<file path="src/rtl/regfile_mp.sv">
// regfile_mp: parametrised register file with NUM_RD combinational read ports and a sequential bulk-clear sweep.
// Optional write-through forwarding is enabled by defining REGFILE_BYPASS_EN.
`default_nettype none

module regfile_mp #(
  parameter int DATA_W   = 32,
  parameter int ADDR_W   = 5,
  parameter int NUM_RD   = 2,
  parameter int ZERO_REG = 1
) (
  input  logic                     clk,
  input  logic                     rst_n,
  input  logic                     we,
  input  logic [ADDR_W-1:0]        wa,
  input  logic [DATA_W-1:0]        wd,
  input  logic [NUM_RD*ADDR_W-1:0] ra,
  output logic [NUM_RD*DATA_W-1:0] rd,
  input  logic                     clr_req,
  output logic                     busy,
  output logic                     wr_err
);

  localparam int DEPTH = 2**ADDR_W;

  typedef enum logic [0:0] {
    ST_IDLE  = 1'b0,
    ST_CLEAR = 1'b1
  } state_t;

  state_t            r_state;
  state_t            w_state_nxt;
  logic [ADDR_W-1:0] r_cnt;
  logic [DATA_W-1:0] r_mem [DEPTH];
  logic              r_wr_err;
  logic              w_idle;
  logic              w_wa_zero;
  logic              w_wr_ok;

  assign w_idle    = (r_state == ST_IDLE);
  assign w_wa_zero = (ZERO_REG != 0) && (wa == '0);
  assign w_wr_ok   = we && w_idle && !w_wa_zero;

  always_comb begin
    w_state_nxt = r_state;
    case (r_state)
      ST_IDLE:  if (clr_req)      w_state_nxt = ST_CLEAR;
      ST_CLEAR: if (r_cnt == '1)  w_state_nxt = ST_IDLE;
      default:                    w_state_nxt = ST_IDLE;
    endcase
  end

  // The counter saturates on the last sweep edge; IDLE reloads it to 0.
  always_ff @(posedge clk or negedge rst_n) begin
    if (!rst_n) begin
      r_state  <= ST_IDLE;
      r_cnt    <= '0;
      r_wr_err <= 1'b0;
    end else begin
      r_state  <= w_state_nxt;
      r_wr_err <= we && !w_idle;
      if (w_idle)
        r_cnt <= '0;
      else if (r_cnt != '1)
        r_cnt <= r_cnt + 1'b1;
    end
  end

  always_ff @(posedge clk or negedge rst_n) begin
    if (!rst_n) begin
      for (int i = 0; i < DEPTH; i++)
        r_mem[i] <= '0;
    end else if (!w_idle) begin
      r_mem[r_cnt] <= '0;
    end else if (w_wr_ok) begin
      r_mem[wa] <= wd;
    end
  end

  for (genvar i = 0; i < NUM_RD; i++) begin : g_rd
    logic [ADDR_W-1:0] w_ra;
    logic [DATA_W-1:0] w_rdata;

    assign w_ra = ra[i*ADDR_W +: ADDR_W];

    always_comb begin
      w_rdata = r_mem[w_ra];
`ifdef REGFILE_BYPASS_EN
      if (w_wr_ok && (w_ra == wa))
        w_rdata = wd;
`endif
      if ((ZERO_REG != 0) && (w_ra == '0))
        w_rdata = '0;
    end

    assign rd[i*DATA_W +: DATA_W] = w_rdata;
  end

  assign busy   = !w_idle;
  assign wr_err = r_wr_err;

endmodule

`default_nettype wire

</file>
<file path="config.mk">
export PLATFORM = sky130hd
export DESIGN_NAME = regfile_mp
export DESIGN_NICKNAME = d
export VERILOG_FILES = /design/src/rtl/regfile_mp.sv
export SDC_FILE = /design/constraint.sdc
export NUM_CORES = 2
export LEC_CHECK = 0
export ABC_CLOCK_PERIOD_IN_PS = 4300
export CORE_ASPECT_RATIO = 0.9
export CORE_MARGIN = 4
export CORE_UTILIZATION = 45
export CTS_BUF_LIST = sky130_fd_sc_hd__clkbuf_8
export DETAILED_ROUTE_END_ITERATION = 12
export PLACE_DENSITY = 0.64
export SYNTH_ARGS = -nofsm -noshare
export SYNTH_HDL_FRONTEND = slang
export SYNTH_SLANG_ARGS = --single-unit
export TNS_END_PERCENT = 10
</file>
<file path="constraint.sdc">
create_clock -name clk -period 4.3 [get_ports clk]
set_input_delay 0.645 -clock clk [delete_from_list [all_inputs] [get_ports clk]]
set_output_delay 0.645 -clock clk [all_outputs]
set_load 0.01 [all_outputs]
</file>
==> metrics.log <==
INFO  metric outcome = complete, no violations
INFO  metric tightestPinTransition = 1370 ps
INFO  metric number_of_inserted_filler_cells_in_the_final_layout = 9,589
INFO  metric synth_area_per_cell = 13.9 um^2
INFO  metric post-route-period-util = 0.979
INFO  metric crit_family = buffers and inverters
INFO  metric timing.slew.headroom = 0.0832
INFO  metric drv_slew = 0
INFO  metric netlist_instances = 3,793
INFO  metric synth-edff-count = 0
INFO  metric dr_total_vias = 42,264
INFO  metric post_placement_cell_area = 57,600 um^2
INFO  metric portBuffers = 116
INFO  metric cts_buffers = 175
INFO  metric min_clock_period_post_route = 4210 ps
INFO  metric synth.cell_area = 52,700 um^2
INFO  metric critPathMaxFanout = 27
INFO  metric synth_largest_type_area_fraction = 0.489
INFO  metric post_cts_buffers = 0
INFO  metric max_stage_delay = 620 ps
INFO  metric commonest_non_fill_non_tap_cell_in_the_layout = sky130_fd_sc_hd__dfrtp_1
INFO  metric cts_num_sinks = 1,031
INFO  metric grt_first_pass_wirelength = 310,000 um
INFO  metric drcViolationCount = 0
INFO  metric setup.reg_to_reg.worst_slack = 1490 ps
INFO  metric power_per_cell_area = 413 nW/um^2
INFO  metric totalPowerFinal = 25.3 mW
INFO  metric most-common-layout-cells = 1,031 x sky130_fd_sc_hd__dfrtp_1, 992 x sky130_fd_sc_hd__a22o_1, 448 x sky130_fd_sc_hd__mux4_2
INFO  metric yosys-top-cells-area = sky130_fd_sc_hd__dfrtp_1 49%, sky130_fd_sc_hd__mux4_2 19%, sky130_fd_sc_hd__a22o_1 16%, sky130_fd_sc_hd__clkbuf_1 2.8%, sky130_fd_sc_hd__mux2i_1 2.5%
INFO  metric fin_worst_skew = 45.5 ps
INFO  metric clk_pin_slew_worst_paths = 60 ps
INFO  metric die_y = 333 um
INFO  metric crit_start = ra[5]
INFO  metric pin_count = 117
INFO  metric flop_and_latch_count_out_of_synthesis = 1,031
INFO  metric ys_seq_area_frac = 0.489
INFO  metric slowest_stage = sky130_fd_sc_hd__clkdlybuf4s50_1
INFO  metric critPathCaptureType = output pin
INFO  metric clk-insertion-delay-late = 880 ps
INFO  metric die_x = 369 um
INFO  metric antenna_found_initial = 10
INFO  metric avgViaCountPerCell = 7.52
INFO  metric fmax = 237 MHz
INFO  metric area.sequential = 25,800 um^2
INFO  metric finalNetCount = 3,960
INFO  metric place_congestion = 0.906
INFO  metric area_growth = 16.3%
INFO  metric cap_violations = 0
INFO  metric grt_start_max_net_pins = 109
INFO  metric placeable_core_region = 116,000 um^2
INFO  metric floorplan.rows = 118
INFO  metric worstHoldPathType = primary input to asynchronous set/reset pin
INFO  metric postSynth.topFlopCell = sky130_fd_sc_hd__dfrtp_1
INFO  metric synth.yosys.warnings = 0
INFO  metric final_hold_viol_count = 0
INFO  metric dpl.hpwl = 130,000 um
INFO  metric cell_count_final_fillers_out = 5,619
INFO  metric synth_async_sr_flop_share = 1.00
INFO  metric grt.total_usage = 0.347
INFO  metric worst-endpoint-required = 3650 ps
INFO  metric drtIter0Drc = 6,228
INFO  metric clock_tree_from_tritoncts = built
INFO  metric worst_ir_drop_vdd = 0.000310 V
INFO  metric synth_top_cell_by_area = sky130_fd_sc_hd__dfrtp_1
INFO  metric r2r-start = busy
INFO  metric setup_viol_count_final = 0
INFO  metric first_global_vias = 42,224
INFO  metric start_kind = primary input
INFO  metric post_route_wl = 215,000 um
INFO  metric netlist-cell-type-count = 38
INFO  metric floorplan.initialDensity = 0.455
INFO  metric static-leakage-power = 27.1 nW
INFO  metric drive_above_1_share = 0.293
INFO  metric mapped_nets = 3,849
INFO  metric criticalPathCategory = primary input to output pin
INFO  metric h_tree_level_count = 4
INFO  metric place_worst_setup_slack = -21.0 ps
INFO  metric antenna_violating_nets_post_route = 0
INFO  metric ctsRootBufferMaster = sky130_fd_sc_hd__clkbuf_8
INFO  metric crit_chain = buf_6, buf_4, mux4_2, nor2b_1, a211oi_1, a311oi_2, clkdlybuf4s50_1
INFO  metric leftover_overflow_at_the_end_of_global_routing = 0
INFO  metric grt_setup_unrepaired = no
INFO  metric die_area = 123,000 um^2
INFO  metric clockBufferDepth = 3
INFO  metric placed_cells_incl_taps = 5,286
INFO  metric wl_per_cell = 38.3 um
INFO  metric final.setup.worst_slack = 89.1 ps
INFO  metric firstDrtPassIters = 6
INFO  metric final_design_area_no_fill = 61,300 um^2
INFO  metric worst-path-buf-inv = 3
INFO  metric cp_data_arrival_time = 3570 ps
INFO  metric area_occupied_by_multi_input_gates = 25,600 um^2
[synth_stat cells, types with 42 or more instances]
cell,n
sky130_fd_sc_hd__a22oi_1,64
sky130_fd_sc_hd__nor2b_1,70
sky130_fd_sc_hd__mux4_2,448
sky130_fd_sc_hd__mux2_2,64
sky130_fd_sc_hd__clkbuf_1,400
sky130_fd_sc_hd__a221oi_1,47
sky130_fd_sc_hd__o21ai_0,111
sky130_fd_sc_hd__a311oi_1,64
sky130_fd_sc_hd__a211oi_1,64
sky130_fd_sc_hd__mux2i_1,131
sky130_fd_sc_hd__dfrtp_1,1031
sky130_fd_sc_hd__buf_2,86
sky130_fd_sc_hd__a22o_1,992
sky130_fd_sc_hd__and2_1,42
[stage by stage]
| step | util | hold slack (ps) | TNS, ps |
|---|---|---|---|
| floorplan | - | 349 | 0 |
| global placement | 0.498 | 483 | -119 |
| detailed placement | 0.498 | 487 | -21.0 |
| CTS | 0.529 | 351 | 0 |
| global route | 0.529 | 383 | 0 |
| finish | 0.530 | 387 | 0 |
[power by group]
part	switching, mW	leakage, nW	internal (mW)
clock	4.29	2.08	4.82
sequential	0.700	14.4	10.5
combinational	3.03	10.6	1.98
total	8.03	27.1	17.3
[metal layers]
metal,track usage,up-vias,wire [um]
li1,-,15733,-
met4,0.161,2,11200
met5,0,-,11
met3,0.146,725,31600
met1,0.473,22216,81700
met2,0.482,3588,90600
[repair_timing]
action,CTS,global route
endpoints found under the setup margin,1,1
gates resized for setup,1,1
hold buffers,1,0
hold endpoints to repair,66,0
cloned,0,0
[kinds of logic after synthesis]
kind of cell / count (synthesis) / share of synthesized area
XOR/XNOR: 3 / 0.000499
flip-flops: 1031 / 0.489
buffers and inverters: 505 / 0.0381
AND/OR/NAND/NOR: 216 / 0.0231
multiplexers: 643 / 0.230
adder cells (fa/ha/maj): 5 / 0.00119
AO/OA/AOI/OAI: 1390 / 0.218
[worst paths after layout]
path | to | cells past startpoint
worst max-delay path | rd[52] | 7
worst min-delay path | r_mem[246] | 2
worst max register to register | r_mem[241] | 5
worst min register to register | r_mem[998] | 1
max in group asynchronous | r_mem[202] | 3
min in group clk | busy | 3
[sequential cells by signal (all words and copies together), names as in the netlist]
register,count
r_cnt,5
busy,1
r_mem,1024
wr_err,1
[cell type report]
type                    count  area share
diodes                     15    0.000612
clock buffers             232      0.0521
clock inverters            85     0.00659
inverters                   5    0.000347
multi-input cells        2257       0.417
flip-flops and latches   1031       0.421
well taps                1560      0.0318
repair buffers            434      0.0706
Power figures use the tool's default switching activity.
